`src/rtl/fr_pkg.sv`:
```
// Shared constants, FSM state type and saturation helper for the fr layer engine.
package fr_pkg;

    localparam int N_IN      = 21;
    localparam int N_OUT     = 5;
    localparam int FRAC_BITS = 8;
    localparam int ACC_W     = 40;
    localparam int DATA_W    = 16;
    localparam int PROD_W    = 32;
    localparam int ROW_W     = 3;
    localparam int COL_W     = 5;

    localparam logic [ROW_W-1:0] ROW_LAST = ROW_W'(N_OUT - 1);
    localparam logic [COL_W-1:0] COL_LAST = COL_W'(N_IN - 1);

    localparam logic signed [ACC_W-1:0] SAT_MAX = ACC_W'(32767);
    localparam logic signed [ACC_W-1:0] SAT_MIN = ACC_W'(-32768);

    typedef enum logic [1:0] {
        LOAD,
        COMPUTE,
        DRAIN,
        EMIT
    } state_t;

    function automatic logic signed [DATA_W-1:0] sat16(input logic signed [ACC_W-1:0] v);
        if (v > SAT_MAX) begin
            return 16'sh7fff;
        end else if (v < SAT_MIN) begin
            return 16'sh8000;
        end else begin
            return v[DATA_W-1:0];
        end
    endfunction

endpackage

```
`src/rtl/fr_mac_unit.sv`:
```
// Two-stage multiply/accumulate path: stage 1 registers the product, stage 2
// accumulates and presents the saturated Q7.8 result on the row's last tap.
module fr_mac_unit
    import fr_pkg::*;
(
    input  logic                     clk,
    input  logic                     rst,
    input  logic                     in_valid,
    input  logic                     first,
    input  logic                     last,
    input  logic signed [DATA_W-1:0] a,
    input  logic signed [DATA_W-1:0] b,
    output logic                     res_valid,
    output logic signed [DATA_W-1:0] res
);

    logic signed [PROD_W-1:0] prod_q;
    logic                     valid_q;
    logic                     first_q;
    logic                     last_q;
    logic signed [ACC_W-1:0]  acc_q;
    logic signed [ACC_W-1:0]  acc_next;

    always_ff @(posedge clk) begin
        if (rst) begin
            prod_q  <= '0;
            valid_q <= 1'b0;
            first_q <= 1'b0;
            last_q  <= 1'b0;
        end else begin
            prod_q  <= a * b;
            valid_q <= in_valid;
            first_q <= first;
            last_q  <= last;
        end
    end

    always_comb begin
        acc_next = first_q ? ACC_W'(prod_q) : acc_q + ACC_W'(prod_q);
    end

    always_ff @(posedge clk) begin
        if (rst) begin
            acc_q <= '0;
        end else if (valid_q) begin
            acc_q <= acc_next;
        end
    end

    // Result is taken from the accumulate-in-progress value so the buffer write
    // lands in the same cycle the last product is accumulated.
    assign res_valid = valid_q & last_q;
    assign res       = sat16(acc_next >>> FRAC_BITS);

endmodule

```
`src/rtl/fr_layer_engine.sv`:
```
// fr layer sequencer: loads a feature vector, walks the weight memory and
// streams out one mean/variance pair per output filter.
module fr_layer_engine
    import fr_pkg::*;
(
    input  logic                     clk,
    input  logic                     rst,
    input  logic                     in_valid,
    output logic                     in_ready,
    input  logic signed [15:0]       in_data,
    output logic                     w_start,
    output logic [2:0]               w_output_filter_m,
    output logic [2:0]               w_output_filter_v,
    output logic [4:0]               w_input_filter,
    input  logic signed [15:0]       w_m,
    input  logic signed [15:0]       w_v,
    input  logic                     w_done,
    output logic                     out_valid,
    input  logic                     out_ready,
    output logic [2:0]               out_idx,
    output logic signed [15:0]       out_mean,
    output logic signed [15:0]       out_var,
    output logic                     done
);

    state_t                   state;
    logic [COL_W-1:0]         k;
    logic [COL_W-1:0]         col;
    logic [ROW_W-1:0]         row;
    logic [ROW_W-1:0]         row_q;
    logic                     drain_cnt;

    logic signed [DATA_W-1:0] x        [N_IN];
    logic signed [DATA_W-1:0] sq       [N_IN];
    logic signed [DATA_W-1:0] res_mean [N_OUT];
    logic signed [DATA_W-1:0] res_var  [N_OUT];

    logic signed [PROD_W-1:0] in_sq;
    logic                     in_fire;
    logic                     out_fire;
    logic                     mac_valid;
    logic                     mac_first;
    logic                     mac_last;
    logic                     m_res_valid;
    logic                     v_res_valid;
    logic signed [DATA_W-1:0] m_res;
    logic signed [DATA_W-1:0] v_res;

    assign in_fire   = (state == LOAD) && in_valid && in_ready;
    assign out_fire  = out_valid && out_ready;
    assign in_sq     = in_data * in_data;
    assign mac_valid = (state == COMPUTE);
    assign mac_first = (col == '0);
    assign mac_last  = (col == COL_LAST);

    assign w_output_filter_m = row;
    assign w_output_filter_v = row;
    assign w_input_filter    = col;

    // done marks the accepting cycle of the final result itself.
    assign done = !rst && out_fire && (out_idx == ROW_LAST);

    fr_mac_unit u_mac_m (
        .clk       (clk),
        .rst       (rst),
        .in_valid  (mac_valid),
        .first     (mac_first),
        .last      (mac_last),
        .a         (x[col]),
        .b         (w_m),
        .res_valid (m_res_valid),
        .res       (m_res)
    );

    fr_mac_unit u_mac_v (
        .clk       (clk),
        .rst       (rst),
        .in_valid  (mac_valid),
        .first     (mac_first),
        .last      (mac_last),
        .a         (sq[col]),
        .b         (w_v),
        .res_valid (v_res_valid),
        .res       (v_res)
    );

    always_ff @(posedge clk) begin
        if (rst) begin
            for (int unsigned j = 0; j < N_IN; j++) begin
                x[j]  <= '0;
                sq[j] <= '0;
            end
            for (int unsigned j = 0; j < N_OUT; j++) begin
                res_mean[j] <= '0;
                res_var[j]  <= '0;
            end
            row_q <= '0;
        end else begin
            if (in_fire) begin
                x[k]  <= in_data;
                sq[k] <= sat16(ACC_W'(in_sq >>> FRAC_BITS));
            end
            if (mac_valid) begin
                row_q <= row;
            end
            if (m_res_valid) begin
                res_mean[row_q] <= m_res;
            end
            if (v_res_valid) begin
                res_var[row_q] <= v_res;
            end
        end
    end

    always_ff @(posedge clk) begin
        if (rst) begin
            state     <= LOAD;
            in_ready  <= 1'b0;
            w_start   <= 1'b0;
            k         <= '0;
            row       <= '0;
            col       <= '0;
            drain_cnt <= 1'b0;
            out_valid <= 1'b0;
            out_idx   <= '0;
            out_mean  <= '0;
            out_var   <= '0;
        end else begin
            case (state)
                LOAD: begin
                    in_ready <= 1'b1;
                    if (in_fire) begin
                        if (k == COL_LAST) begin
                            k        <= '0;
                            in_ready <= 1'b0;
                            w_start  <= 1'b1;
                            state    <= COMPUTE;
                        end else begin
                            k <= k + 1'b1;
                        end
                    end
                end
                COMPUTE: begin
                    if (col == COL_LAST) begin
                        col <= '0;
                        if (row == ROW_LAST) begin
                            row       <= '0;
                            w_start   <= 1'b0;
                            drain_cnt <= 1'b0;
                            state     <= DRAIN;
                        end else begin
                            row <= row + 1'b1;
                        end
                    end else begin
                        col <= col + 1'b1;
                    end
                end
                DRAIN: begin
                    if (drain_cnt) begin
                        state     <= EMIT;
                        out_valid <= 1'b1;
                        out_idx   <= '0;
                        out_mean  <= res_mean[0];
                        out_var   <= res_var[0];
                    end else begin
                        drain_cnt <= 1'b1;
                    end
                end
                EMIT: begin
                    if (out_fire) begin
                        if (out_idx == ROW_LAST) begin
                            out_valid <= 1'b0;
                            out_idx   <= '0;
                            out_mean  <= '0;
                            out_var   <= '0;
                            in_ready  <= 1'b1;
                            state     <= LOAD;
                        end else begin
                            out_idx  <= out_idx + 1'b1;
                            out_mean <= res_mean[out_idx + 1'b1];
                            out_var  <= res_var[out_idx + 1'b1];
                        end
                    end
                end
                default: state <= LOAD;
            endcase
        end
    end

`ifndef SYNTHESIS
    wdone_check: assert property (@(posedge clk) disable iff (rst) w_start |-> w_done)
        else $error("w_done low while w_start asserted");
`endif

endmodule
```
`config.mk`:
```
export PLATFORM = sky130hd
export DESIGN_NAME = fr_layer_engine
export DESIGN_NICKNAME = d
export VERILOG_FILES = /design/src/rtl/fr_pkg.sv /design/src/rtl/fr_mac_unit.sv /design/src/rtl/fr_layer_engine.sv
export SDC_FILE = /design/constraint.sdc
export NUM_CORES = 2
export LEC_CHECK = 0
export BUFFER_PORTS_ARGS = -buffer_cell sky130_fd_sc_hd__buf_2
export CAP_MARGIN = 20
export CORE_ASPECT_RATIO = 0.5
export CORE_UTILIZATION = 35
export DETAILED_ROUTE_END_ITERATION = 8
export GPL_TIMING_DRIVEN = 0
export PLACE_DENSITY = 0.54
export SLEW_MARGIN = 25
export SYNTH_ARGS = -nofsm -noshare
export SYNTH_HDL_FRONTEND = slang
export SYNTH_HIERARCHICAL = 1
export SYNTH_SLANG_ARGS = --single-unit
```
`constraint.sdc`:
```
create_clock -name clk -period 17.7 [get_ports clk]
set_input_delay 0 -clock clk [delete_from_list [all_inputs] [get_ports clk]]
set_output_delay 0 -clock clk [all_outputs]
set_load 0.01 [all_outputs]
```
* After elaboration in Yosys (flattened, before gate mapping) *
Memory sizes are Yosys's and may differ from the RTL's. A register that Yosys moved wholly into a read port is not among the register bits.
Index checks and enable logic that the tools add are counted.

storage, ports and cells
  bits in registers = 204
  bits in writable memories = 832
  input bits = 53
  output and inout bits = 50
  logic and storage cells = 149
  memories = 4

memories
  name      depth  width  rd ports  clocked after Yosys merged registers in  write ports  RTL line               RTL
  sq        21     16     1         1                                        21           fr_layer_engine.sv:34  logic signed [DATA_W-1:0] sq [N_IN];
  x         21     16     1         1                                        21           fr_layer_engine.sv:33  logic signed [DATA_W-1:0] x [N_IN];
  res_mean  5      16     2         0                                        5            fr_layer_engine.sv:35  logic signed [DATA_W-1:0] res_mean [N_OUT];
  res_var   5      16     2         0                                        5            fr_layer_engine.sv:36  logic signed [DATA_W-1:0] res_var [N_OUT];

operators by class
  add/sub/neg operators = 6
  multipliers = 3
  order comparisons = 6
  equal/unequal tests = 14
  multiplexer cells = 72
  bitwise gates (word level) = 1
  reduce and logical (&&, ||, !) cells = 24

operators by type and width
  kind                                                             number
  two-way mux 16 bit                                               18
  multiplier 16 x 16 -> 32 bit                                     3
  adder 40 x 32 -> 40 bit                                          2
  two-way mux 40 bit                                               2
  greater-than comparator 32 x 16 -> 1 bit, second input constant  2
  < comparator 32 x 16 -> 1 bit, second input constant             2
  one-hot mux 16 bit (2 select lines)                              2
  OR reduction 16 bit                                              4
  two-way mux 5 bit                                                8
  greater-than comparator 24 x 16 -> 1 bit, second input constant  1
  < comparator 24 x 16 -> 1 bit, second input constant             1
  two-way mux 1 bit                                                23
  two-way mux 3 bit                                                6
  two-way mux 2 bit                                                7
  inequality test 2 bit, second input constant                     6
  adder 5 x 1 -> 5 bit, second input constant                      2
  == test 5 bit, second input constant                             2
  AND reduction 3 bit                                              3
  one-hot mux 1 bit (2 select lines)                               4
  one-hot mux 2 bit (4 select lines)                               1
  nonzero test 2 bit                                               4
  AND reduction 7 bit                                              1
  adder 3 x 1 -> 3 bit, second input constant                      2
  == test 3 bit, second input constant                             2
  other kinds (12)                                                 18

* Depth between registers and ports, before layout *
  depth after elaboration = 8
  depth in mapped cells = 32
  gate-level depth less buffers = 27

* Hierarchy *
The synthesis kept the hierarchy.

by module, submodules not included
  module                  instances  cells each  area an instance (µm²)  sequential area each (µm²)
  fr_layer_engine         1          4,476       66,724.0                39,678.1
  fr_mac_unit at u_mac_m  1          1,774       15,188.3                1,501.4
  fr_mac_unit at u_mac_v  1          1,739       15,045.7                1,501.4

* Least setup slack after synthesis *
Ideal clock, no wire load.

  path kind = reg-to-reg
  start = register (tool-made name)
  end = register u_mac_v.prod_q[30]
  setup time = 0.128 ns
  arrival time = 8.262 ns
  required time = 17.572 ns
  path slack = 9.310 ns
  stages on the path, launching flop included = 31
  buffers on the path = 5
  path through = dfxtp_1 clkbuf_1 buf_1 buf_1 mux4_2 mux4_2 mux2_2 clkbuf_1 nand2_1 inv_1 fa_1 fa_1 fa_1 fa_1 fa_1 inv_1 fa_1 inv_1 ha_1 clkbuf_1 a21o_1 a21o_1 a21oi_1 nor2b_1 o211ai_1 a21boi_0 a211o_1 a311oi_1 o21bai_1 xnor2_1 nor2_1

RTL lines
  item                  RTL line           RTL
  end signal, assigned  fr_mac_unit.sv:31  prod_q <= a * b;
  end, declared         fr_mac_unit.sv:17  logic signed [PROD_W-1:0] prod_q;

==> results.json <==
{
  "area_growth_pct": 12.0,
  "ys_warn_count": 6,
  "post_drt_wl_per_cell_um": 24.0,
  "fin_crit_ns": 10.49,
  "placed_area_sq_um": 103000,
  "tritoncts": "yes",
  "cp_num_cells": 25,
  "cts_buffers": 159,
  "final_area_sq_um": 109000,
  "crit_family": "adder cells",
  "synth.top_cell.area_share_pct": 39.6,
  "drc": 0,
  "period_share_pct": 59.3,
  "grt_max_degree": 37,
  "antenna_found_initial": 7,
  "critPathBufInv": 9,
  "cts.sinks": 1492,
  "yosysMostFrequentCell": "edfxtp_1",
  "initial_core_util_pct": 35.2,
  "htree_num_levels": 4,
  "synth_top_area_cell": "edfxtp_1",
  "seq_area_frac_synth_pct": 44.0,
  "crit_path_start": "in_data[5]",
  "reg2reg_depth": 30,
  "coreArea_sq_um": 275000,
  "start_kind": "input port",
  "num_vias": 64400,
  "num_rows": 136,
  "r2r_slack_ns": 7.60,
  "die_y_um": 374,
  "max-slew-margin-rel_pct": 26.0,
  "hold_class": "input port to register",
  "cap_viol_max_count": 0,
  "ys.flop_type": "edfxtp_1",
  "stdcell_count": 12100,
  "rsz0062_at_grt": "false",
  "grt-ovfl-total": 0,
  "routed_wl_mm": 290,
  "fillCellCount": 26100,
  "max_freq_mhz": 95.3,
  "crit_fanout": 14,
  "status": "completed",
  "worstPathArrival_ns": 10.90,
  "boundaryPins": 103,
  "synth_area_per_cell_sq_um": 12.1,
  "grt_use_total_pct": 20.5,
  "drt-initial-drc-count": 5455,
  "ant_nets": 0,
  "via_per_inst": 5.33,
  "ys_ff_latch": 1492,
  "setup_viol": 0,
  "crit_path_frequent_cell": "fa_1",
  "syn_inst": 7989,
  "max_slew.worst_pin.slew_ns": 1.11,
  "synth-edff-count": 1280,
  "first_pass_iters": 5,
  "drive_gt1_share_pct": 12.2,
  "ys_async_sr_fraction_pct": 0,
  "cp-endpoint": "sq[30][3]$_DFFE_PP_",
  "dp.cells": 11800,
  "globalplace.congestion": 0.895,
  "min_from": "in_data[6]",
  "cp-end-kind": "register",
  "synth_fp_nets": 9147,
  "synth.distinct_cells": 110,
  "dp_hpwl_mm": 221,
  "cts_root_buf": "clkbuf_16",
  "fin_skew_ns": 0.109,
  "grt_first_pass_wirelength_mm": 434,
  "slowest_stage": "fa_1",
  "critical_path_required_ns": 18.10,
  "clk_path_buf_depth": 4,
  "fp.dieW_um": 746,
  "synthTopCellsByCount": "edfxtp_1 (1280), inv_1 (991), fa_1 (757)",
  "grt_pass1_vias": 66300,
  "port_buffers": 101,
  "r2r_end": "u_mac_v/prod_q[31]$_SDFF_PP0_",
  "clkLatencyLatePin_ns": 0.86,
  "synth_area_sq_um": 97000,
  "cp_slowest_stage_delay_ns": 0.87,
  "hold_viol": 0,
  "nNetsFinal": 9475,
  "hold_ws_ns": 0.104,
  "final-max-slew-violation-count": 0,
  "critPathKind": "input port to register",
  "cts_setup_buffers": 0,
  "fin_setup_tns_ns": 0,
  "synth_area_leaders": "edfxtp_1 (40%), fa_1 (16%), mux4_2 (8.9%)",
  "clkTransAtPathRegs_ns": 0.06,
  "die_area_sq_um": 279000
}
-- placed cells by master, fill, tap and decap left out, types with 24 or more instances in the layout --
cell       synthesis  layout
a211oi_1          72      72
a21o_1            58      58
a21oi_1          176     176
a31oi_1          333     333
and2_1           455     455
and3_1           141     141
buf_1             57      33
buf_16             0      24
buf_2             51     170
clkbuf_1         411     432
clkbuf_16          0     161
clkinv_1           8      33
dfxtp_1          212     212
edfxtp_1        1280    1280
fa_1             757     757
ha_1             348     348
inv_1            991     991
mux2_2            35      35
mux2i_1           58      58
mux4_2           384     384
nand2_1          548     548
nand2b_1          49      28
nand3_1           58      58
nand4_1           59      59
nor2_1           609     592
nor2b_1           35      35
nor3_1            60      56
nor3b_1           25      25
o211ai_1          27      27
o21a_1            25      25
o21ai_0          157     156
o221ai_1          40      40
xnor2_1           96      96
xor2_1            67      67
-- metal layers --
| layer | GRT usage (%) | up-vias | wire [um] |
|---|---|---|---|
| met4 | 5.14 | 0 | 7260 |
| met2 | 34.4 | 2151 | 138000 |
| met1 | 28.2 | 33200 | 125000 |
| met5 | 0 | - | 0 |
| li1 | - | 28700 | - |
| met3 | 2.92 | 361 | 19600 |
-- sequential cells by signal (all words and copies together) (netlist names), 32 cells and up, named ones only --
| signal | flops |
|---|---|
| res_mean | 128 |
| u_mac_v/prod_q | 32 |
| u_mac_v/acc_q | 40 |
| x | 512 |
| res_var | 128 |
| u_mac_m/acc_q | 40 |
| u_mac_m/prod_q | 32 |
| sq | 512 |
-- how the worst min path moves through the flow --
stage / to / slack, ns / cells after the start
after floorplan: x[21][0]$_DFFE_PP_ / 0.1 / 0
after global placement: x[22][0]$_DFFE_PP_ / 0.39 / 1
after detailed placement: x[22][0]$_DFFE_PP_ / 0.39 / 1
after CTS: x[25][6]$_DFFE_PP_ / 0.05 / 2
after global routing: x[25][6]$_DFFE_PP_ / 0.08 / 2
final: x[25][6]$_DFFE_PP_ / 0.10 / 2
-- metrics by stage --
| stage | setup slack, ns | util, % |
|---|---|---|
| detailed placement | 7.11 | 37.6 |
| floorplan | 9.31 | - |
| CTS | 7.45 | 39.5 |
| finish | 7.21 | 39.5 |
| global route | 6.80 | 39.5 |
| global placement | 7.14 | 37.1 |
-- cell families after synthesis --
logic type | Yosys count | share of synthesized area, %
mux | 478 | 9.94
simple gates | 2118 | 10.7
flops | 1492 | 44.0
fa+ha+maj | 1105 | 20.1
compound gates | 1101 | 7.66
buf+inv | 1532 | 6.07
xor+xnor | 163 | 1.47
-- cell type report --
| class | count | area, sq um | share of cell area, % |
|---|---|---|---|
| Antenna cell | 5 | 12.5 | 0.0115 |
| Multi-Input combinational cell | 4965 | 48700 | 44.8 |
| Sequential cell | 1492 | 42700 | 39.3 |
| Clock buffer | 198 | 4210 | 3.87 |
| Timing Repair Buffer | 167 | 1740 | 1.60 |
| Clock inverter | 80 | 787 | 0.725 |
| Inverter | 1000 | 3750 | 3.46 |
| Buffer | 532 | 2170 | 2.00 |
| Tap cell | 3657 | 4580 | 4.21 |
-- timing repair --
| item | CTS | global route |
|---|---|---|
| gates resized for setup | 0 | 0 |
| hold endpoints to repair | 241 | 0 |
| hold buffers | 22 | 0 |
Power is not shown: default switching activity piles up to over one toggle a cycle in this logic, so the estimate is an artifact.
